==> config.mk <==
export PLATFORM = sky130hd
export DESIGN_NAME = can_edge_timestamper_flat
export DESIGN_NICKNAME = d
export VERILOG_FILES = /design/src/rtl/can_edge_timestamper_pkg.sv /design/src/rtl/can_edge_timestamper_if.sv /design/src/rtl/can_edge_timestamper_ts_fifo.sv /design/src/rtl/can_edge_timestamper.sv /design/src/flat_wrapper.sv
export SDC_FILE = /design/constraint.sdc
export NUM_CORES = 1
export LEC_CHECK = 0
export CAP_MARGIN = 20
export CORE_MARGIN = 5
export CORE_UTILIZATION = 60
export CTS_BUF_LIST = sky130_fd_sc_hd__clkbuf_4 sky130_fd_sc_hd__clkbuf_8
export CTS_CLUSTER_DIAMETER = 120
export DETAILED_ROUTE_END_ITERATION = 6
export HOLD_SLACK_MARGIN = 0.05
export PLACE_DENSITY = 0.8
export RECOVER_POWER = 25
export SLEW_MARGIN = 25
export SYNTH_ARGS = -nofsm -noshare
export SYNTH_HDL_FRONTEND = slang
export SYNTH_SLANG_ARGS = --single-unit
==> constraint.sdc <==
create_clock -name CLK -period 15.69 [get_ports CLK]
set_input_delay 3.138 -clock CLK [delete_from_list [all_inputs] [get_ports CLK]]
set_output_delay 3.138 -clock CLK [all_outputs]
set_load 0.1 [all_outputs]
==> src/rtl/can_edge_timestamper_pkg.sv <==
// Shared definitions for the CAN edge timestamper.
// Contents: datapath widths, the fine-code ceiling, the synchroniser latency,
// the FIFO depth, the timestamp record type, the capture FSM state encoding
// and the fine-code clamp helper.
package can_tdc_pkg;

  localparam int COARSE_W   = 32;
  localparam int FINE_W     = 7;
  localparam int FINE_MAX   = 100;
  localparam int SYNC_LAT   = 3;
  localparam int FIFO_DEPTH = 4;
  localparam int LEVEL_W    = $clog2(FIFO_DEPTH) + 1;

  typedef struct packed {
    logic [COARSE_W-1:0] coarse;
    logic [FINE_W-1:0]   fine;
  } ts_t;

  typedef enum logic [1:0] {
    DISARMED = 2'd0,
    WAIT_LOW = 2'd1,
    ARMED    = 2'd2
  } state_t;

  // Codes above the last usable tap saturate at FINE_MAX.
  function automatic logic [FINE_W-1:0] clamp_fine(input logic [FINE_W-1:0] code);
    return (code > FINE_W'(FINE_MAX)) ? FINE_W'(FINE_MAX) : code;
  endfunction

endpackage

==> src/rtl/can_edge_timestamper_if.sv <==
// Timestamp stream between the timestamper and its consumer.
// Signals:
//   ts_valid  - head entry present (driven by master)
//   ts_ready  - consumer accepts the head (driven by slave)
//   ts_coarse - latency-compensated coarse count of the edge
//   ts_fine   - clamped TDC fine code of the edge
// Parameters CW/FW allow a narrower coarse field than the package default.
interface can_edge_timestamper_if import can_tdc_pkg::*; #(
  parameter int CW = COARSE_W,
  parameter int FW = FINE_W
);
  logic          ts_valid;
  logic          ts_ready;
  logic [CW-1:0] ts_coarse;
  logic [FW-1:0] ts_fine;

  modport master (output ts_valid, output ts_coarse, output ts_fine, input ts_ready);
  modport slave  (input ts_valid, input ts_coarse, input ts_fine, output ts_ready);
endinterface

==> src/rtl/can_edge_timestamper_ts_fifo.sv <==
// ts_fifo: first-word-fall-through FIFO with a valid/ready read side.
// Ports:
//   clk, rst   - clock, asynchronous active-high reset
//   push       - write request; silently refused when full without a pop
//   push_data  - entry to store
//   ready      - consumer accepts the head this cycle
//   valid      - head entry present
//   head       - current head entry (held while ready is low)
//   level      - number of entries held
//   full       - all DEPTH entries occupied
// DEPTH must be a power of two (>= 2) so the pointers wrap naturally.
module ts_fifo #(
  parameter int W     = 39,
  parameter int DEPTH = 4
) (
  input  logic                     clk,
  input  logic                     rst,
  input  logic                     push,
  input  logic [W-1:0]             push_data,
  input  logic                     ready,
  output logic                     valid,
  output logic [W-1:0]             head,
  output logic [$clog2(DEPTH):0]   level,
  output logic                     full
);
  localparam int AW = $clog2(DEPTH);
  localparam int LW = AW + 1;

  logic [W-1:0]  mem_r [DEPTH];
  logic [AW-1:0] wr_ptr_r;
  logic [AW-1:0] rd_ptr_r;
  logic [LW-1:0] level_r;
  logic          pop_s;
  logic          push_ok_s;

  // A pop frees a slot in the same cycle, so a push while full is accepted then.
  always_comb begin
    pop_s     = (level_r != '0) & ready;
    push_ok_s = push & ((level_r != LW'(DEPTH)) | pop_s);
  end

  // Storage, pointers and occupancy.
  always_ff @(posedge clk or posedge rst) begin
    if (rst) begin
      for (int i = 0; i < DEPTH; i++) begin
        mem_r[i] <= '0;
      end
      wr_ptr_r <= '0;
      rd_ptr_r <= '0;
      level_r  <= '0;
    end else begin
      if (push_ok_s) begin
        mem_r[wr_ptr_r] <= push_data;
        wr_ptr_r        <= wr_ptr_r + AW'(1);
      end
      if (pop_s) begin
        rd_ptr_r <= rd_ptr_r + AW'(1);
      end
      case ({push_ok_s, pop_s})
        2'b10:   level_r <= level_r + LW'(1);
        2'b01:   level_r <= level_r - LW'(1);
        default: level_r <= level_r;
      endcase
    end
  end

  assign valid = (level_r != '0);
  assign full  = (level_r == LW'(DEPTH));
  assign head  = mem_r[rd_ptr_r];
  assign level = level_r;

endmodule

==> src/rtl/can_edge_timestamper.sv <==
// can_edge_timestamper: pairs each rising edge of the asynchronous CAN RX
// line with the coarse CLK count and the TDC fine code, queueing one
// {coarse, fine} timestamp per edge for a valid/ready consumer.
// Ports:
//   CLK, RST    - system clock, asynchronous active-high reset
//   en          - capture enable
//   CAN_logic   - raw CAN RX level, asynchronous to CLK
//   fine_time   - TDC fine code, already static when the edge is seen here
//   ts          - timestamp stream (master side)
//   fifo_level  - entries queued
//   overflow    - sticky: an edge was dropped because the queue was full
// Parameter CW narrows the coarse counter (defaults to COARSE_W).
module can_edge_timestamper import can_tdc_pkg::*; #(
  parameter int CW = COARSE_W
) (
  input  logic                  CLK,
  input  logic                  RST,
  input  logic                  en,
  input  logic                  CAN_logic,
  input  logic [FINE_W-1:0]     fine_time,
  can_edge_timestamper_if.master ts,
  output logic [LEVEL_W-1:0]    fifo_level,
  output logic                  overflow
);
  logic [CW-1:0]        coarse_cnt_r;
  logic                 s1_r;
  logic                 s2_r;
  logic                 s3_r;
  logic                 edge_det_r;
  state_t               state_r;
  state_t               state_next_s;
  logic                 capture_s;
  logic [CW+FINE_W-1:0] cap_data_s;
  logic [CW+FINE_W-1:0] head_s;
  logic                 valid_s;
  logic                 full_s;
  logic                 overflow_r;

  // Free-running coarse counter, independent of en.
  always_ff @(posedge CLK or posedge RST) begin
    if (RST) begin
      coarse_cnt_r <= '0;
    end else begin
      coarse_cnt_r <= coarse_cnt_r + CW'(1);
    end
  end

  // Two-flop synchroniser, history flop and registered rising-edge pulse.
  // The pulse lands SYNC_LAT cycles after the cycle in which the line rose.
  always_ff @(posedge CLK or posedge RST) begin
    if (RST) begin
      s1_r       <= 1'b0;
      s2_r       <= 1'b0;
      s3_r       <= 1'b0;
      edge_det_r <= 1'b0;
    end else begin
      s1_r       <= CAN_logic;
      s2_r       <= s1_r;
      s3_r       <= s2_r;
      edge_det_r <= s2_r & ~s3_r;
    end
  end

  // Capture FSM state register.
  always_ff @(posedge CLK or posedge RST) begin
    if (RST) begin
      state_r <= DISARMED;
    end else begin
      state_r <= state_next_s;
    end
  end

  // Next state: WAIT_LOW refuses to arm on a line that is already high,
  // so the first timestamp is always a complete low-to-high transition.
  always_comb begin
    state_next_s = state_r;
    if (!en) begin
      state_next_s = DISARMED;
    end else begin
      case (state_r)
        DISARMED: state_next_s = WAIT_LOW;
        WAIT_LOW: begin
          if (!s2_r) begin
            state_next_s = ARMED;
          end else begin
            state_next_s = WAIT_LOW;
          end
        end
        ARMED:    state_next_s = ARMED;
        default:  state_next_s = DISARMED;
      endcase
    end
  end

  // Edge qualification and timestamp formation. Subtracting the synchroniser
  // latency in CW bits wraps correctly when the counter has just rolled over.
  // An edge in the cycle en falls is dropped because en gates it here.
  always_comb begin
    capture_s  = edge_det_r & en & (state_r == ARMED);
    cap_data_s = {coarse_cnt_r - CW'(SYNC_LAT), clamp_fine(fine_time)};
  end

  // The FIFO write port is the capture register: the entry becomes visible
  // the cycle after the edge pulse.
  ts_fifo #(
    .W     (CW + FINE_W),
    .DEPTH (FIFO_DEPTH)
  ) u_fifo (
    .clk       (CLK),
    .rst       (RST),
    .push      (capture_s),
    .push_data (cap_data_s),
    .ready     (ts.ts_ready),
    .valid     (valid_s),
    .head      (head_s),
    .level     (fifo_level),
    .full      (full_s)
  );

  // Sticky drop flag; a same-cycle pop makes room, so that edge is not lost.
  always_ff @(posedge CLK or posedge RST) begin
    if (RST) begin
      overflow_r <= 1'b0;
    end else if (capture_s & full_s & ~(valid_s & ts.ts_ready)) begin
      overflow_r <= 1'b1;
    end else begin
      overflow_r <= overflow_r;
    end
  end

  assign ts.ts_valid  = valid_s;
  assign ts.ts_coarse = head_s[CW+FINE_W-1:FINE_W];
  assign ts.ts_fine   = head_s[FINE_W-1:0];
  assign overflow     = overflow_r;

endmodule
==> src/flat_wrapper.sv <==
// flat-port wrapper written by rule: the top's interface ports become plain ports
module can_edge_timestamper_flat import can_tdc_pkg::*;
#(
  parameter int CW = COARSE_W
)
  (CLK, RST, en, CAN_logic, fine_time, fifo_level, overflow, ts_ts_valid, ts_ts_coarse, ts_ts_fine, ts_ts_ready);
  can_edge_timestamper_if #(.CW(CW)) ts_i ();
  input  logic CLK;
  input  logic RST;
  input  logic en;
  input  logic CAN_logic;
  input  logic [FINE_W-1:0] fine_time;
  output logic [LEVEL_W-1:0] fifo_level;
  output logic overflow;
  output wire logic [$bits(ts_i.ts_valid)-1:0] ts_ts_valid;
  output wire logic [$bits(ts_i.ts_coarse)-1:0] ts_ts_coarse;
  output wire logic [$bits(ts_i.ts_fine)-1:0] ts_ts_fine;
  input wire logic [$bits(ts_i.ts_ready)-1:0] ts_ts_ready;
  assign ts_ts_valid = ts_i.ts_valid;
  assign ts_ts_coarse = ts_i.ts_coarse;
  assign ts_ts_fine = ts_i.ts_fine;
  assign ts_i.ts_ready = ts_ts_ready;
  can_edge_timestamper #(.CW(CW)) u_core (.CLK(CLK), .RST(RST), .en(en), .CAN_logic(CAN_logic), .fine_time(fine_time), .ts(ts_i), .fifo_level(fifo_level), .overflow(overflow));
endmodule
* Word level (Yosys, flattened, before mapping)
Cells that the tools add are included.
** Word-level totals
- Register bits :: 202
- Logic and storage cells :: 57
** Operators by class
- Add/sub/neg operators :: 6
- Order comparisons :: 4
- Equality and inequality tests :: 6
- Mux-type cells :: 11
- Bitwise gates (word level) :: 12
- Reduce and logical (&&, ||, !) cells :: 4
** Operators by type and width (count)
- 156-bit bitwise mux :: 1
- 39-bit 2-to-1 mux :: 3
- 39-bit binary-select mux with 2-bit select :: 1
- 39-bit demux with 2-bit select :: 1
- 32-bit by 1-bit adder with 32-bit output (second input constant) :: 1
- 32-bit by 2-bit subtractor with 32-bit output (second input constant) :: 1
- 1-bit AND :: 7
- 7-bit > comparator (second input constant) :: 1
- 7-bit 2-to-1 mux :: 1
- 3-bit greater-or-equal comparator (second input constant) :: 2
- 2-bit NOT with 3-bit output :: 2
- 2-bit one-hot mux with 3 select lines :: 1
- 3-bit one-hot mux with 2 select lines :: 1
- 2-bit by 1-bit adder with 2-bit output (second input constant) :: 2
- 2-bit by 1-bit equality test with 1-bit output (second input constant) :: 2
- 2-bit equality test (second input constant) :: 2
- 2-bit 2-to-1 mux :: 2
- 3-bit by 1-bit adder with 3-bit output (second input constant) :: 1
- 3-bit equality test (second input constant) :: 1
- 3-bit by 1-bit < comparator with 1-bit output (second input constant) :: 1
- 3-bit != test (second input constant) :: 1
- 3-bit nonzero test :: 1
- 3-bit by 1-bit subtractor with 3-bit output (second input constant) :: 1
- 2-bit logical NOT :: 1
- other kinds (4) :: 5

* Longest topological paths before layout
- Depth in word-level cells :: 6
- Mapped depth :: 8
- Gate-level depth less buffers :: 8

* Cells and area by module
Synthesis repeated with hierarchy kept, for this count alone.
** Second synthesis, totals
- Cell total of the unflattened synthesis :: 663
- Area, all modules :: 9511.6 sq um
** By module, submodules not included
- ts_fifo :: instances 1, cells an instance 418, area an instance 7150.6 sq um, seq. area each 4078.9 sq um
- can_edge_timestamper :: instances 1, cells an instance 245, area an instance 2361.0 sq um, seq. area each 975.9 sq um

* Least setup slack after synthesis
OpenSTA, ideal clock, no wires.
- Path type :: reg2out
- Start :: register u_core.u_fifo.rd_ptr_r[0]
- End :: output ts_ts_coarse[0]
- Arrival time :: 1878 ps
- Data required time :: 12552 ps
- Setup slack :: 10674 ps
- Cell stages (with the launch flop) :: 4
- Cells stage by stage :: dfrtp_1 > clkbuf_1 > buf_1 > mux4_2
** On the way
- Word-level cells in the longest chain between the ends :: 4
** Ends and longest elaborated chain
- start: declaration :: RTL line can_edge_timestamper_ts_fifo.sv:31 : logic [AW-1:0] rd_ptr_r;
- start signal: assignment :: RTL line can_edge_timestamper_ts_fifo.sv:57 : rd_ptr_r <= rd_ptr_r + AW'(1);
- 2-bit NOT with 3-bit output (implied by the code) :: RTL line can_edge_timestamper_ts_fifo.sv:69 : assign head = mem_r[rd_ptr_r];
- 39-bit binary-select mux with 2-bit select :: RTL line can_edge_timestamper_ts_fifo.sv:69
- 39-bit 2-to-1 mux (implied by the code) (2 in a row) :: RTL line can_edge_timestamper_ts_fifo.sv:69
- end: declaration :: RTL line flat_wrapper.sv:16 : output wire logic [$bits(ts_i.ts_coarse)-1:0] ts_ts_coarse;
Every way passes these cells. The select of a mux whose other input is x is not followed.

==> results_dict.tcl <==
set metrics [dict create \
    ys.flop_type "dfrtp_1" \
    synth_edf_count 0 \
    yosysSeqAreaShare_pct 54.4 \
    start_util_pct 61.1 \
    cts.reportedPaths.clkPinSlew_ns 0.05 \
    cp_max_fo 127 \
    hp-start "u_core.s1_r" \
    slew_viol_final 128 \
    clkLatencyLatePin_ns 0.53 \
    netlist_area_mm2 0.00930 \
    cts_setup_buffers 0 \
    ctsResizeCount 0 \
    yosysMostFrequentCell "dfrtp_1" \
    numCtsBuffers 35 \
    violations "max-capacitance violations, max-slew violations" \
    synth_nets 895 \
    via_count 6581 \
    critPathKind "in2async" \
    layout.cells.non_filler 1115 \
    grt_pass1_vias 6511 \
    netlist_instances 877 \
    hold_class "reg2reg" \
    cp_top_family "buffers and inverters" \
    syn_avg_cell_area_um2 10.6 \
    dr.first_iter.drc_count 478 \
    async_flop_share_pct 100 \
    synthTopCellsByArea "dfrtp_1 (54%), mux4_2 (9.4%), nand2_1 (8.0%), o21ai_0 (7.4%), xnor2_1 (3.6%)" \
    dpl_cell_area_mm2 0.00986 \
    critPathLaunchType "input port" \
    synth_top_area_share_pct 54.4 \
    stdcell_area_mm2 0.0106 \
    pwr_density_cell_mw_per_mm2 126 \
    crit_buf_inv 2 \
    dpl.hpwl_um 12700 \
    cts_hold_buf 0 \
    areaGrowthSynthToFinish_pct 13.6 \
    gp_congestion 0.834 \
    worstPathArrival_ns 6.82 \
    status "finished with violations" \
    final_core_util_pct 69.5 \
    design.die.area_mm2 0.0181 \
    final-hold-violation-count 0 \
    drt-total-wl_um 19300 \
    r2r_start "u_core.u_fifo.level[0]" \
    rows 45 \
    grt_use_total_pct 22.8 \
    startpoint "RST" \
    cts_sinks 202 \
    power_mw 1.33 \
    fmax_ghz 0.139 \
    setup_violations 0 \
    grt-ovfl-total 0 \
    clockRootBuffer "clkbuf_8" \
    cp-end-kind "asynchronous set/reset pin" \
    finalClockSkew_ns 0.0260 \
    synth_seq_cells 202 \
    dieHeight_um 134 \
    finalCriticalPeriod_ns 7.20 \
    cts.htree.levels 2 \
    yosys-top-cells-count "dfrtp_1 (202), nand2_1 (199), o21ai_0 (138), clkbuf_1 (41), mux4_2 (39)" \
    coreArea_mm2 0.0152 \
    grt_max_degree 128 \
    cp_slowest_cell "clkinvlp_2" \
    period_share_pct 45.9 \
    grt_antenna_before_repair 0 \
    yosysTopAreaCell "dfrtp_1" \
    peakVddDrop_mv 0.0686 \
    antenna_left 0 \
    cts_tree "done" \
    cp_cell_sequence "dlygate4sd3_1 -> clkinvlp_2" \
    n_antenna_cell 0 \
    fin_nets 924 \
    grt_setup_unrepaired "false" \
    finalSetupTns_ns 0 \
    drc_errors 0 \
    critPathRequiredTime_ns 15.32 \
    routedWlPerCell_um 17.3 \
    layout-drive-gt1-share_pct 13.4 \
    cpPeakStageDelay_ns 3.01 \
    die_x_um 134 \
    p_leak_nw 4.62 \
    io_pins 56 \
    drt_pass1_iterations 5 \
    yosysWarnings 0 \
    io_buffers 55 \
    grt_pass1_wl_um 33400 \
    drv_cap 1 \
    cts_max_path_buffers 3 \
    max_slew_margin_pct -266 \
    via_per_inst 5.90 \
    dp_cells 1057 \
    tightest_slew_ns 5.47 \
    synth_cell_type_count 52 \
]
==> state kept, by name, indices dropped and copies added, names as in the netlist, 2 cells and up <==
register and flops:
u_core.u_fifo.level 3, u_core.state_r 2, u_core.u_fifo.mem_r 156, u_core.u_fifo.rd_ptr_r 2
u_core.coarse_cnt_r 32, u_core.u_fifo.wr_ptr_r 2
==> cells in the final DEF (no fill, tap or decap), drive strengths merged, types with 5 or more instances in the layout <==
cell type	count
ha	5
nand2	199
clkdlybuf4s50	51
a21oi	5
nor2	27
and3	9
nand3	22
xor2	22
dfrtp	202
a31oi	5
nand4	12
mux4	39
o21ai	138
nor3	19
xnor2	38
nor2b	5
and2	5
buf	6
inv	10
clkbuf	53
nor4	7
==> power breakdown <==
| part | switching, mW | internal (mW) |
|---|---|---|
| Clock | 0.207 | 0.271 |
| Sequential | 0.0521 | 0.547 |
| Combinational | 0.164 | 0.0931 |
| Total | 0.423 | 0.910 |
==> cells by family after synthesis <==
kind of cell	after synthesis	share of synthesized area (%)
AOI/OAI and AO/OA	159	9.15
adders and majority gates	6	0.888
and+or+nand+nor	325	16.1
muxes	45	10.1
DFF	202	54.4
xor gates and xnor gates	60	5.65
buffers and inverters	80	3.65
==> cell type report <==
cell class | instances | area (um2)
Clock buffer | 53 | 667
Clock inverter | 5 | 36.3
Fill cell | 1101 | 4640
Inverter | 11 | 42.5
Multi-Input combinational cell | 595 | 3920
Sequential cell | 202 | 5060
Tap cell | 188 | 235
Timing Repair Buffer | 61 | 599
==> per-layer routing <==
metal  vias to the layer above  track usage, %  routed length, um
met5                         -               0                  0
met4                         0            6.33                403
met3                        35            4.55               1040
met2                       189            35.4               9230
met1                      3273            33.3               8630
li1                       3084               -                  -
==> per-stage QoR <==
step,worst slack [ns],hold WS [ns]
after CTS,9.08,0.354
final,8.49,0.349
after detailed placement,9.64,0.339
after global placement,9.72,0.341
after floorplan,7.04,0.331
after global routing,7.55,0.365
==> path summary, 6_finish.rpt <==
path	to	slack, ns	cells after the start
min in group asynchronous	u_core.u_fifo.mem_r[4]	4.74	2
hold reg to reg	u_core.s2_r	0.35	0
setup / recovery	u_core.u_fifo.mem_r[138]	8.49	2
max in group CLK	ts_ts_coarse[22]	9.17	3
setup reg to reg	u_core.u_fifo.mem_r[154]	12.93	6
hold / removal	u_core.s2_r	0.35	0
(Power assumes the default switching activity.)
